--- config.mk ---
export PLATFORM = sky130hd
export DESIGN_NAME = udp_csum_zero
export DESIGN_NICKNAME = d
export VERILOG_FILES = /design/src/rtl/udp_csum_zero_pkg.sv /design/src/rtl/axis_reg_slice.sv /design/src/rtl/udp_csum_zero.sv
export SDC_FILE = /design/constraint.sdc
export NUM_CORES = 1
export LEC_CHECK = 0
export BUFFER_PORTS_ARGS = -buffer_cell sky130_fd_sc_hd__buf_4
export CAP_MARGIN = 20
export CELL_PAD_IN_SITES_DETAIL_PLACEMENT = 1
export CELL_PAD_IN_SITES_GLOBAL_PLACEMENT = 2
export CORE_AREA = 2 2 387 389
export DETAILED_ROUTE_END_ITERATION = 10
export DIE_AREA = 0 0 389 391
export HOLD_SLACK_MARGIN = 0.08
export MAX_ROUTING_LAYER = met4
export PLACE_DENSITY = 0.47
export SYNTH_ARGS = -nofsm -noshare
export SYNTH_HDL_FRONTEND = slang
export SYNTH_SLANG_ARGS = --single-unit
--- constraint.sdc ---
create_clock -name axi_aclk -period 2.4 [get_ports axi_aclk]
set_input_delay 0.36 -clock axi_aclk [delete_from_list [all_inputs] [get_ports axi_aclk]]
set_output_delay 0.36 -clock axi_aclk [all_outputs]
set_load 0.01 [all_outputs]
--- src/rtl/udp_csum_zero_pkg.sv ---
// Shared definitions for the UDP checksum-zeroing stage.
// Byte k of a 256-bit beat sits at tdata[255-8k -: 8]; the MSB constants
// below are the top bit of each header field within its beat.
package udp_csum_zero_pkg;

  typedef enum logic [1:0] {
    HDR1    = 2'b00,
    HDR2    = 2'b01,
    PAYLOAD = 2'b10
  } state_t;

  localparam logic [15:0] ETH_IPV4      = 16'h0800;
  localparam logic [7:0]  IPV4_VER_IHL5 = 8'h45;
  localparam logic [7:0]  IP_PROTO_UDP  = 8'd17;

  // Beat 1 fields
  localparam int unsigned ETHERTYPE_MSB = 159;  // bytes 12-13
  localparam int unsigned VER_IHL_MSB   = 143;  // byte 14
  localparam int unsigned FRAG_MSB      = 95;   // bytes 20-21 (flags + offset)
  localparam int unsigned PROTO_MSB     = 71;   // byte 23

  // Beat 2 fields
  localparam int unsigned UDP_CSUM_MSB     = 191;  // bytes 8-9
  localparam int unsigned UDP_CSUM_STRB_HI = 23;   // strobe of byte 8
  localparam int unsigned UDP_CSUM_STRB_LO = 22;   // strobe of byte 9

  localparam logic [31:0] DEFAULT_CTRL = 32'h0000_0001;

endpackage

--- src/rtl/axis_reg_slice.sv ---
// Single-stage AXI-Stream register slice.
// Ports:
//   i_clk, i_rst_n          clock, asynchronous active-low reset
//   i_s_*, o_s_tready       upstream beat and ready
//   o_m_*, i_m_tready       registered downstream beat and ready
// Upstream ready is high whenever the register is empty or being drained,
// so back-to-back beats flow with no bubbles.
module axis_reg_slice #(
  parameter int unsigned DATA_WIDTH = 256,
  parameter int unsigned USER_WIDTH = 128
) (
  input  logic                    i_clk,
  input  logic                    i_rst_n,
  input  logic [DATA_WIDTH-1:0]   i_s_tdata,
  input  logic [DATA_WIDTH/8-1:0] i_s_tstrb,
  input  logic [USER_WIDTH-1:0]   i_s_tuser,
  input  logic                    i_s_tlast,
  input  logic                    i_s_tvalid,
  output logic                    o_s_tready,
  output logic [DATA_WIDTH-1:0]   o_m_tdata,
  output logic [DATA_WIDTH/8-1:0] o_m_tstrb,
  output logic [USER_WIDTH-1:0]   o_m_tuser,
  output logic                    o_m_tlast,
  output logic                    o_m_tvalid,
  input  logic                    i_m_tready
);

  logic                    r_valid;
  logic [DATA_WIDTH-1:0]   r_tdata;
  logic [DATA_WIDTH/8-1:0] r_tstrb;
  logic [USER_WIDTH-1:0]   r_tuser;
  logic                    r_tlast;

  assign o_s_tready = !r_valid || i_m_tready;

  always_ff @(posedge i_clk or negedge i_rst_n) begin
    if (!i_rst_n) begin
      r_valid <= 1'b0;
      r_tdata <= '0;
      r_tstrb <= '0;
      r_tuser <= '0;
      r_tlast <= 1'b0;
    end else if (i_s_tvalid && o_s_tready) begin
      r_valid <= 1'b1;
      r_tdata <= i_s_tdata;
      r_tstrb <= i_s_tstrb;
      r_tuser <= i_s_tuser;
      r_tlast <= i_s_tlast;
    end else if (i_m_tready) begin
      r_valid <= 1'b0;
    end
  end

  assign o_m_tvalid = r_valid;
  assign o_m_tdata  = r_tdata;
  assign o_m_tstrb  = r_tstrb;
  assign o_m_tuser  = r_tuser;
  assign o_m_tlast  = r_tlast;

endmodule

--- src/rtl/udp_csum_zero.sv ---
// UDP checksum-zeroing stage, placed after the crypto stage (which scrambles
// bytes from offset 34 on and so invalidates UDP checksums).
// IPv4/UDP packets that are not fragments get their UDP checksum cleared to
// 0x0000 on beat 2; all other traffic passes unchanged. One register slice.
// Ports:
//   axi_aclk, axi_aresetn   clock, asynchronous active-low reset
//   s_axis_*                upstream AXI-Stream (tuser passed through)
//   m_axis_*                downstream AXI-Stream
//   rw_regs                 bit0 enable, bit1 counter clear (level)
//   rw_defaults             reset value of rw_regs
//   ro_regs                 {pkts_bypassed, pkts_zeroed, pkts_total}
module udp_csum_zero
  import udp_csum_zero_pkg::*;
#(
  parameter int unsigned C_M_AXIS_DATA_WIDTH  = 256,
  parameter int unsigned C_S_AXIS_DATA_WIDTH  = 256,
  parameter int unsigned C_M_AXIS_TUSER_WIDTH = 128,
  parameter int unsigned C_S_AXIS_TUSER_WIDTH = 128,
  parameter int unsigned C_S_AXI_DATA_WIDTH   = 32,
  parameter int unsigned NUM_RW_REGS          = 1,
  parameter int unsigned NUM_RO_REGS          = 3
) (
  input  logic                                        axi_aclk,
  input  logic                                        axi_aresetn,
  input  logic [C_S_AXIS_DATA_WIDTH-1:0]              s_axis_tdata,
  input  logic [C_S_AXIS_DATA_WIDTH/8-1:0]            s_axis_tstrb,
  input  logic [C_S_AXIS_TUSER_WIDTH-1:0]             s_axis_tuser,
  input  logic                                        s_axis_tvalid,
  output logic                                        s_axis_tready,
  input  logic                                        s_axis_tlast,
  output logic [C_M_AXIS_DATA_WIDTH-1:0]              m_axis_tdata,
  output logic [C_M_AXIS_DATA_WIDTH/8-1:0]            m_axis_tstrb,
  output logic [C_M_AXIS_TUSER_WIDTH-1:0]             m_axis_tuser,
  output logic                                        m_axis_tvalid,
  input  logic                                        m_axis_tready,
  output logic                                        m_axis_tlast,
  input  logic [C_S_AXI_DATA_WIDTH*NUM_RW_REGS-1:0]   rw_regs,
  output logic [C_S_AXI_DATA_WIDTH*NUM_RW_REGS-1:0]   rw_defaults,
  output logic [C_S_AXI_DATA_WIDTH*NUM_RO_REGS-1:0]   ro_regs
);

  state_t                           r_state;
  logic                             r_match_q;
  logic                             r_patched;
  logic [31:0]                      r_pkts_total;
  logic [31:0]                      r_pkts_zeroed;
  logic [31:0]                      r_pkts_bypassed;

  logic                             w_enable;
  logic                             w_clear;
  logic                             w_unused_ctrl;
  logic                             w_accept;
  logic                             w_match;
  logic                             w_csum_strb;
  logic                             w_patch;
  logic                             w_count_zeroed;
  logic [C_S_AXIS_DATA_WIDTH-1:0]   w_tdata;

  assign w_enable      = rw_regs[0];
  assign w_clear       = rw_regs[1];
  assign w_unused_ctrl = ^rw_regs[C_S_AXI_DATA_WIDTH*NUM_RW_REGS-1:2];
  assign rw_defaults   = DEFAULT_CTRL;

  assign w_accept = s_axis_tvalid && s_axis_tready;

  // Flags (top 3 bits of bytes 20-21) are ignored; only a non-zero fragment
  // offset disqualifies, since later fragments carry no UDP header.
  assign w_match = (s_axis_tdata[ETHERTYPE_MSB -: 16] == ETH_IPV4)
                && (s_axis_tdata[VER_IHL_MSB -: 8] == IPV4_VER_IHL5)
                && (s_axis_tdata[FRAG_MSB-3 -: 13] == '0)
                && (s_axis_tdata[PROTO_MSB -: 8] == IP_PROTO_UDP);

  assign w_csum_strb = s_axis_tstrb[UDP_CSUM_STRB_HI] && s_axis_tstrb[UDP_CSUM_STRB_LO];
  assign w_patch     = (r_state == HDR2) && r_match_q && w_enable && w_csum_strb;

  always_comb begin
    w_tdata = s_axis_tdata;
    if (w_patch) w_tdata[UDP_CSUM_MSB -: 16] = '0;
  end

  // A packet ending on beat 2 uses this beat's patch decision; a longer one
  // uses the decision remembered from its beat 2.
  assign w_count_zeroed = ((r_state == HDR2) && w_patch)
                       || ((r_state == PAYLOAD) && r_patched);

  always_ff @(posedge axi_aclk or negedge axi_aresetn) begin
    if (!axi_aresetn) begin
      r_state   <= HDR1;
      r_match_q <= 1'b0;
      r_patched <= 1'b0;
    end else if (w_accept) begin
      case (r_state)
        HDR1: begin
          r_match_q <= w_match;
          r_state   <= s_axis_tlast ? HDR1 : HDR2;
        end
        HDR2: begin
          r_patched <= w_patch;
          r_state   <= s_axis_tlast ? HDR1 : PAYLOAD;
        end
        PAYLOAD: begin
          if (s_axis_tlast) r_state <= HDR1;
        end
        default: r_state <= HDR1;
      endcase
    end
  end

  always_ff @(posedge axi_aclk or negedge axi_aresetn) begin
    if (!axi_aresetn) begin
      r_pkts_total    <= '0;
      r_pkts_zeroed   <= '0;
      r_pkts_bypassed <= '0;
    end else if (w_clear) begin
      r_pkts_total    <= '0;
      r_pkts_zeroed   <= '0;
      r_pkts_bypassed <= '0;
    end else if (w_accept && s_axis_tlast) begin
      r_pkts_total <= r_pkts_total + 32'd1;
      if (w_count_zeroed) r_pkts_zeroed   <= r_pkts_zeroed + 32'd1;
      else                r_pkts_bypassed <= r_pkts_bypassed + 32'd1;
    end
  end

  assign ro_regs = {r_pkts_bypassed, r_pkts_zeroed, r_pkts_total};

  axis_reg_slice #(
    .DATA_WIDTH (C_M_AXIS_DATA_WIDTH),
    .USER_WIDTH (C_M_AXIS_TUSER_WIDTH)
  ) u_slice (
    .i_clk      (axi_aclk),
    .i_rst_n    (axi_aresetn),
    .i_s_tdata  (w_tdata),
    .i_s_tstrb  (s_axis_tstrb),
    .i_s_tuser  (s_axis_tuser),
    .i_s_tlast  (s_axis_tlast),
    .i_s_tvalid (s_axis_tvalid),
    .o_s_tready (s_axis_tready),
    .o_m_tdata  (m_axis_tdata),
    .o_m_tstrb  (m_axis_tstrb),
    .o_m_tuser  (m_axis_tuser),
    .o_m_tlast  (m_axis_tlast),
    .o_m_tvalid (m_axis_tvalid),
    .i_m_tready (m_axis_tready)
  );

endmodule

== Word-level counts from Yosys, hierarchy flattened ==
Cells that the tools add are included.
Operators by class
  reductions and logical operators: 24
  equal/unequal tests: 7
  magnitude comparators: 0
  divide/modulo/power cells: 0
  bitwise gates (word level): 0
  add/sub/neg operators: 3
  multiply operators: 0
  mux-type cells: 15
  shifts and indexed selects: 0
Operator list (count)
  2-to-1 mux 32 bit: 8
  adder 32 x 1 -> 32 bit, second input constant: 3
  == test 16 x 12 -> 1 bit, second input constant: 1
  2-to-1 mux 16 bit: 1
  zero test 13 bit: 1
  logical AND 1 bit: 11
  AND reduction 2 bit: 5
  == test 8 x 5 -> 1 bit, second input constant: 1
  == test 8 x 7 -> 1 bit, second input constant: 1
  case mux 2 bit (3 select lines): 1
  nonzero test 2 bit: 3
  2-to-1 mux 2 bit: 2
  != test 2 bit, second input constant: 2
  2-to-1 mux 1 bit: 3
  == test 2 x 1 -> 1 bit, second input constant: 1
  == test 2 bit, second input constant: 1
  zero test 2 bit: 1
  logical OR 1 bit: 2
  zero test 1 bit: 1
Storage, ports and cells
  bits in registers: 518
  output and inout port bits: 547
  memory bits (read-only): 0
  logic and storage cells: 60
  memory bits (writable): 0
  input port bits: 453
  memories: 0
  bits in latches: 0

== Longest topological paths before layout ==
  word-level depth: 9
  depth in mapped cells: 8
  gate-level depth less buffers: 6

== By module ==
Synthesis repeated with hierarchy kept, for this count alone.
Unflattened totals
  cell total of the unflattened synthesis: 1496
  area, all modules: 21650.8 um^2
Modules (own cells, without submodules)
  axis_reg_slice: times used 1, sequential area each 10460.0 um^2, area an instance 16047.9 um^2, cells each 884
  udp_csum_zero: times used 1, sequential area each 2502.4 um^2, area an instance 5602.9 um^2, cells each 612

== Least setup slack after synthesis ==
No wires, ideal clock.
  kind: flip-flop to flip-flop
  start point: register u_slice.r_valid, in the netlist u_slice.o_m_tvalid
  end point: register r_pkts_total[31]
  path buffers: 1
  library setup time: 78 ps
  clock period less this slack: 2169 ps
  required time: 2322 ps
  cell stages (with the launch flop): 8
  data arrival time: 2091 ps
  slack: 231 ps
  cell sequence: dfrtp_1 nor2b_1 inv_2 nand4_1 or4_1 buf_2 or4_1 a21oi_1
On the way
  longest elaborated chain between the ends: 5
RTL lines
  start: declaration: RTL line axis_reg_slice.sv:28  | logic r_valid;
  start signal: assignment: RTL line axis_reg_slice.sv:38  | r_valid <= 1'b0;
  start signal: assignment: RTL line axis_reg_slice.sv:44  | r_valid <= 1'b1;
  start signal: assignment: RTL line axis_reg_slice.sv:50  | r_valid <= 1'b0;
  zero test 1 bit: RTL line axis_reg_slice.sv:34  | assign o_s_tready = !r_valid || i_m_tready;
  logical OR 1 bit: RTL line axis_reg_slice.sv:34
  net s_axis_tready: RTL line udp_csum_zero.sv:29  | output logic s_axis_tready,
  logical AND 1 bit: RTL line udp_csum_zero.sv:64  | assign w_accept = s_axis_tvalid && s_axis_tready;
  logical AND 1 bit: RTL line udp_csum_zero.sv:118  | end else if (w_accept && s_axis_tlast) begin
  nonzero test 2 bit (no line)
  end signal: assignment: RTL line udp_csum_zero.sv:119  | r_pkts_total <= r_pkts_total + 32'd1;
  end: declaration: RTL line udp_csum_zero.sv:45  | logic [31:0] r_pkts_total;
The timed path passes the listed nets, and every way through them passes these cells.
A chain may end at the register's enable or synchronous reset.

== Worst setup path in the final report ==
  start point: register u_slice.r_valid, in the netlist u_slice.o_m_tvalid
  end point: register r_pkts_bypassed[25]
On the way
  longest elaborated chain between the ends: 6
RTL lines
  zero test 1 bit: RTL line axis_reg_slice.sv:34
  logical OR 1 bit: RTL line axis_reg_slice.sv:34
  logical AND 1 bit: RTL line udp_csum_zero.sv:64
  logical AND 1 bit: RTL line udp_csum_zero.sv:118
  nonzero test 2 bit (no line)
  AND reduction 2 bit (no line)
  end signal: assignment: RTL line udp_csum_zero.sv:121  | else r_pkts_bypassed <= r_pkts_bypassed + 32'd1;
  end: declaration: RTL line udp_csum_zero.sv:47  | logic [31:0] r_pkts_bypassed;
Every way passes these cells.

==> results.yml <==
status:
  status: "finished, final reports clean"
floorplanning:
  dieArea_um2: 152000
  initial_core_util: 0.143
  ios: 1000
  rows: 142
  die-width_um: 389
  coreArea_um2: 149000
  die_height_um: 391
power_and_ir_drop:
  peakVddDrop_mv: 0.448
  p_int_mw: 18.4
  switching_share: 0.295
  share_comb_of_total_power: 0.203
  power_density_nw_per_um2: 692
  power_mw: 26.1
  clkPwrFrac: 0.404
  p_leak_nw: 18.9
  pwr-share-seq: 0.392
  switching_power_mw: 7.70
min_path:
  worstHoldPathCells: 2
  hp-start: "rw_regs[1]"
  min_to: "r_pkts_total[26]$_DFFE_PN0P_"
  hold_class: "in -> reg"
logic_synthesis:
  syn_inst: 2391
  yosys.area_share.simple: 0.302
  muxShareOfSynthArea: 0.00213
  yosysWarningCount: 0
  synth.largest_area_cell: "dfrtp_1"
  synthXorXnorAreaFrac: 0.0236
  ys_types: 47
  netlist_area_um2: 21200
  synth_flop_cell: "dfrtp_1"
  synthTopCellsByArea: "dfrtp_1 61%, nand2_1 23%, clkbuf_1 2.0%"
  synth_edf_count: 0
  ys_seq_area_frac: 0.612
  async_reset_ff_frac: 1.00
  postSynthAreaPerCell_um2: 8.86
  yosysMostFrequentCell: "nand2_1"
  synth_top_family_by_area: "simple AND/OR/NAND/NOR gates"
  netlist.area_leader.share: 0.612
  synth_common_cells: "1276 x nand2_1, 518 x dfrtp_1, 112 x clkbuf_1"
  synth_fa_ha_area_frac: 0.00177
  synth-compound-area-share: 0.0239
  ys_seq_elements: 518
global_route:
  grt-ovfl-total: 0
  grt_pass1_vias: 23369
  grt.total_usage: 0.151
  antenna_found_initial: 7
  grt_pass1_wl_um: 164000
  grt_max_degree: 71
setup_path:
  reg2reg_depth: 7
  path_cells: "nor2b_1 -> inv_2 -> nand3_1 -> buf_4 -> or3_1 -> or4_1 -> a21oi_1"
  reg2reg_slack_ns: 0.14
  startpoint_type: "register"
  r2r-end: "r_pkts_bypassed[25]$_DFFE_PN0P_"
  r2r_start: "u_slice.o_m_tvalid$_DFFE_PN0P_"
  required_ns: 2.98
  cp-end-kind: "register"
  slowest_stage: "or4_1"
  critPathMaxStageDelay_ns: 0.53
  cp.arrival_ns: 2.84
  critical_path_class: "reg -> reg"
  cp_max_fo: 12
job:
  cap_violations: 0
routing:
  initialDrtViolationCount: 820
  ant_nets: 0
  via_per_inst: 3.71
  detail_route.wirelength_um: 115000
  dr.pass1.iters: 4
  vias: 21548
  drc: 0
  avgRoutedWirePerCell_um: 19.8
final_layout:
  multi_input_comb_area_um2: 7620
  seqCellArea_um2: 13000
  finalNetCount: 4263
  fillers: 17359
  areaGrowthSynthToFinish_pct: 77.8
  drive_above_1_share: 0.304
place:
  detailed_place_hpwl_um: 86400
  place_congestion: 0.754
  port-buffer-count: 937
clock_network:
  cts_sinks: 518
  cts_buffer_depth: 3
  clk_latency_ns: 0.65
  cts.clk_slew.worst_paths_ns: 0.06
  cts_root_buf: "clkbuf_16"
  h-tree-depth: 3
  cts_tree: "done"
  cts_buffers: 73
sta:
  fmax_mhz: 442
  relSlewSlack: 0.528
  slew_viol_final: 0
  fin_crit_sh: 0.943
  rsz0062_at_grt: "false"
  hold_violations: 0
  tightest_slew_ns: 0.701
  final.min_clock_period_ns: 2.26
  setup_viol_count_final: 0
  setup_tns_ns: 0
  fin_skew_ns: 0.0241
## timing repair
| item | in CTS | in global routing |
|---|---|---|
| buffers inserted | 0 | 0 |
| gates resized for setup | 0 | 1 |
| hold buffers | 418 | 0 |
| hold endpoints to repair | 792 | 0 |
| endpoints found under the setup margin | 0 | 2 |
## sequential cells by signal (all words and copies together) (netlist names)
signal	count
u_slice.o_m_tuser	128
u_slice.o_m_tlast	1
u_slice.o_m_tstrb	32
r_pkts_total	32
r_state	2
r_patched	1
r_match_q	1
r_pkts_bypassed	32
r_pkts_zeroed	32
u_slice.o_m_tdata	256
u_slice.o_m_tvalid	1
## cells in the final DEF, fill, tap and decap left out, types with 4 or more instances in the layout
| cell | instances |
|---|---|
| o31ai_1 | 9 |
| diode_2 | 7 |
| o21ai_0 | 38 |
| inv_1 | 8 |
| and3_1 | 13 |
| nor4b_1 | 5 |
| nand2_1 | 1275 |
| conb_1 | 32 |
| mux2_2 | 4 |
| dlygate4sd3_1 | 418 |
| clkinv_2 | 9 |
| nand3_1 | 31 |
| nor2b_1 | 6 |
| clkbuf_8 | 14 |
| and2_1 | 6 |
| xor2_1 | 24 |
| buf_4 | 1019 |
| a21oi_1 | 35 |
| xnor2_1 | 33 |
| dfrtp_1 | 518 |
| clkbuf_1 | 18 |
| nand4_1 | 42 |
| nor2_1 | 68 |
| nor4_1 | 27 |
| and4_1 | 9 |
| clkbuf_16 | 73 |
| or4_1 | 12 |
| nor3_1 | 14 |
| or3_1 | 23 |
| buf_12 | 26 |
## power groups by stage
| stage | Sequential (mW) | Clock, mW | Combinational, mW |
|---|---|---|---|
| global placement | 10.4 | 0 | 4.84 |
| finish | 10.2 | 10.5 | 5.30 |
| CTS | 10.2 | 11.1 | 5.48 |
| detailed placement | 10.4 | 0 | 4.84 |
| global route | 10.4 | 11.3 | 5.83 |
| floorplan | 10.7 | 0 | 1.13 |
## stage by stage
stage | hold slack [ns] | worst slack, ns | instance area (µm²) | utilization | instances
global route | 0.115 | 0.0202 | 37700 | 0.253 | 5802
floorplan | 0.0644 | 0.231 | 21300 | - | 2421
global placement | 0.314 | 0.0848 | 31200 | 0.210 | 5258
finish | 0.152 | 0.136 | 37700 | 0.254 | 5803
CTS | 0.0941 | 0.0533 | 37600 | 0.253 | 5796
detailed placement | 0.314 | 0.00304 | 31200 | 0.210 | 5258
## cell families after synthesis
family,after synthesis
AOI/OAI and AO/OA,91
DFF,518
and+or+nand+nor,1554
buffers and inverters,162
adders and majority gates,3
xor gates and xnor gates,57
other,2
muxes,4
## critical path: cells and delay by family, from the launching register on
family,cells,cell delay (ns)
AOI/OAI and AO/OA,1,0.15
DFF,1,0.38
buffers and inverters,2,0.31
and+or+nand+nor,4,1.34
## layer usage
metal | global-route usage | wire length (µm)
met1 | 0.172 | 46900
met2 | 0.248 | 55700
met3 | 0.0539 | 8990
met4 | 0.0424 | 3040
met5 | - | 0
## how the worst max path moves through the flow
stage | from | to | slack (ns)
final | u_slice.o_m_tvalid$_DFFE_PN0P_ | r_pkts_bypassed[25]$_DFFE_PN0P_ | 0.14
after global routing | r_pkts_zeroed[0]$_DFFE_PN0P_ | r_pkts_zeroed[22]$_DFFE_PN0P_ | 0.02
after CTS | u_slice.o_m_tvalid$_DFFE_PN0P_ | r_pkts_total[25]$_DFFE_PN0P_ | 0.05
after detailed placement | s_axis_tdata[149] | r_match_q$_DFFE_PN0P_ | 0.003
after global placement | s_axis_tdata[149] | r_match_q$_DFFE_PN0P_ | 0.08
after floorplan | u_slice.o_m_tvalid$_DFFE_PN0P_ | r_pkts_total[31]$_DFFE_PN0P_ | 0.23
## cell type report
| class | instances | area share |
|---|---|---|
| flip-flops and latches | 518 | 0.344 |
| clock buffers | 105 | 0.0554 |
| multi-input cells | 1741 | 0.202 |
| well taps | 1944 | 0.0646 |
| inverters | 9 | 0.000897 |
| repair buffers | 1464 | 0.329 |
| clock inverters | 15 | 0.00352 |
| diodes | 7 | 0.000465 |
(Power assumes the default switching activity.)
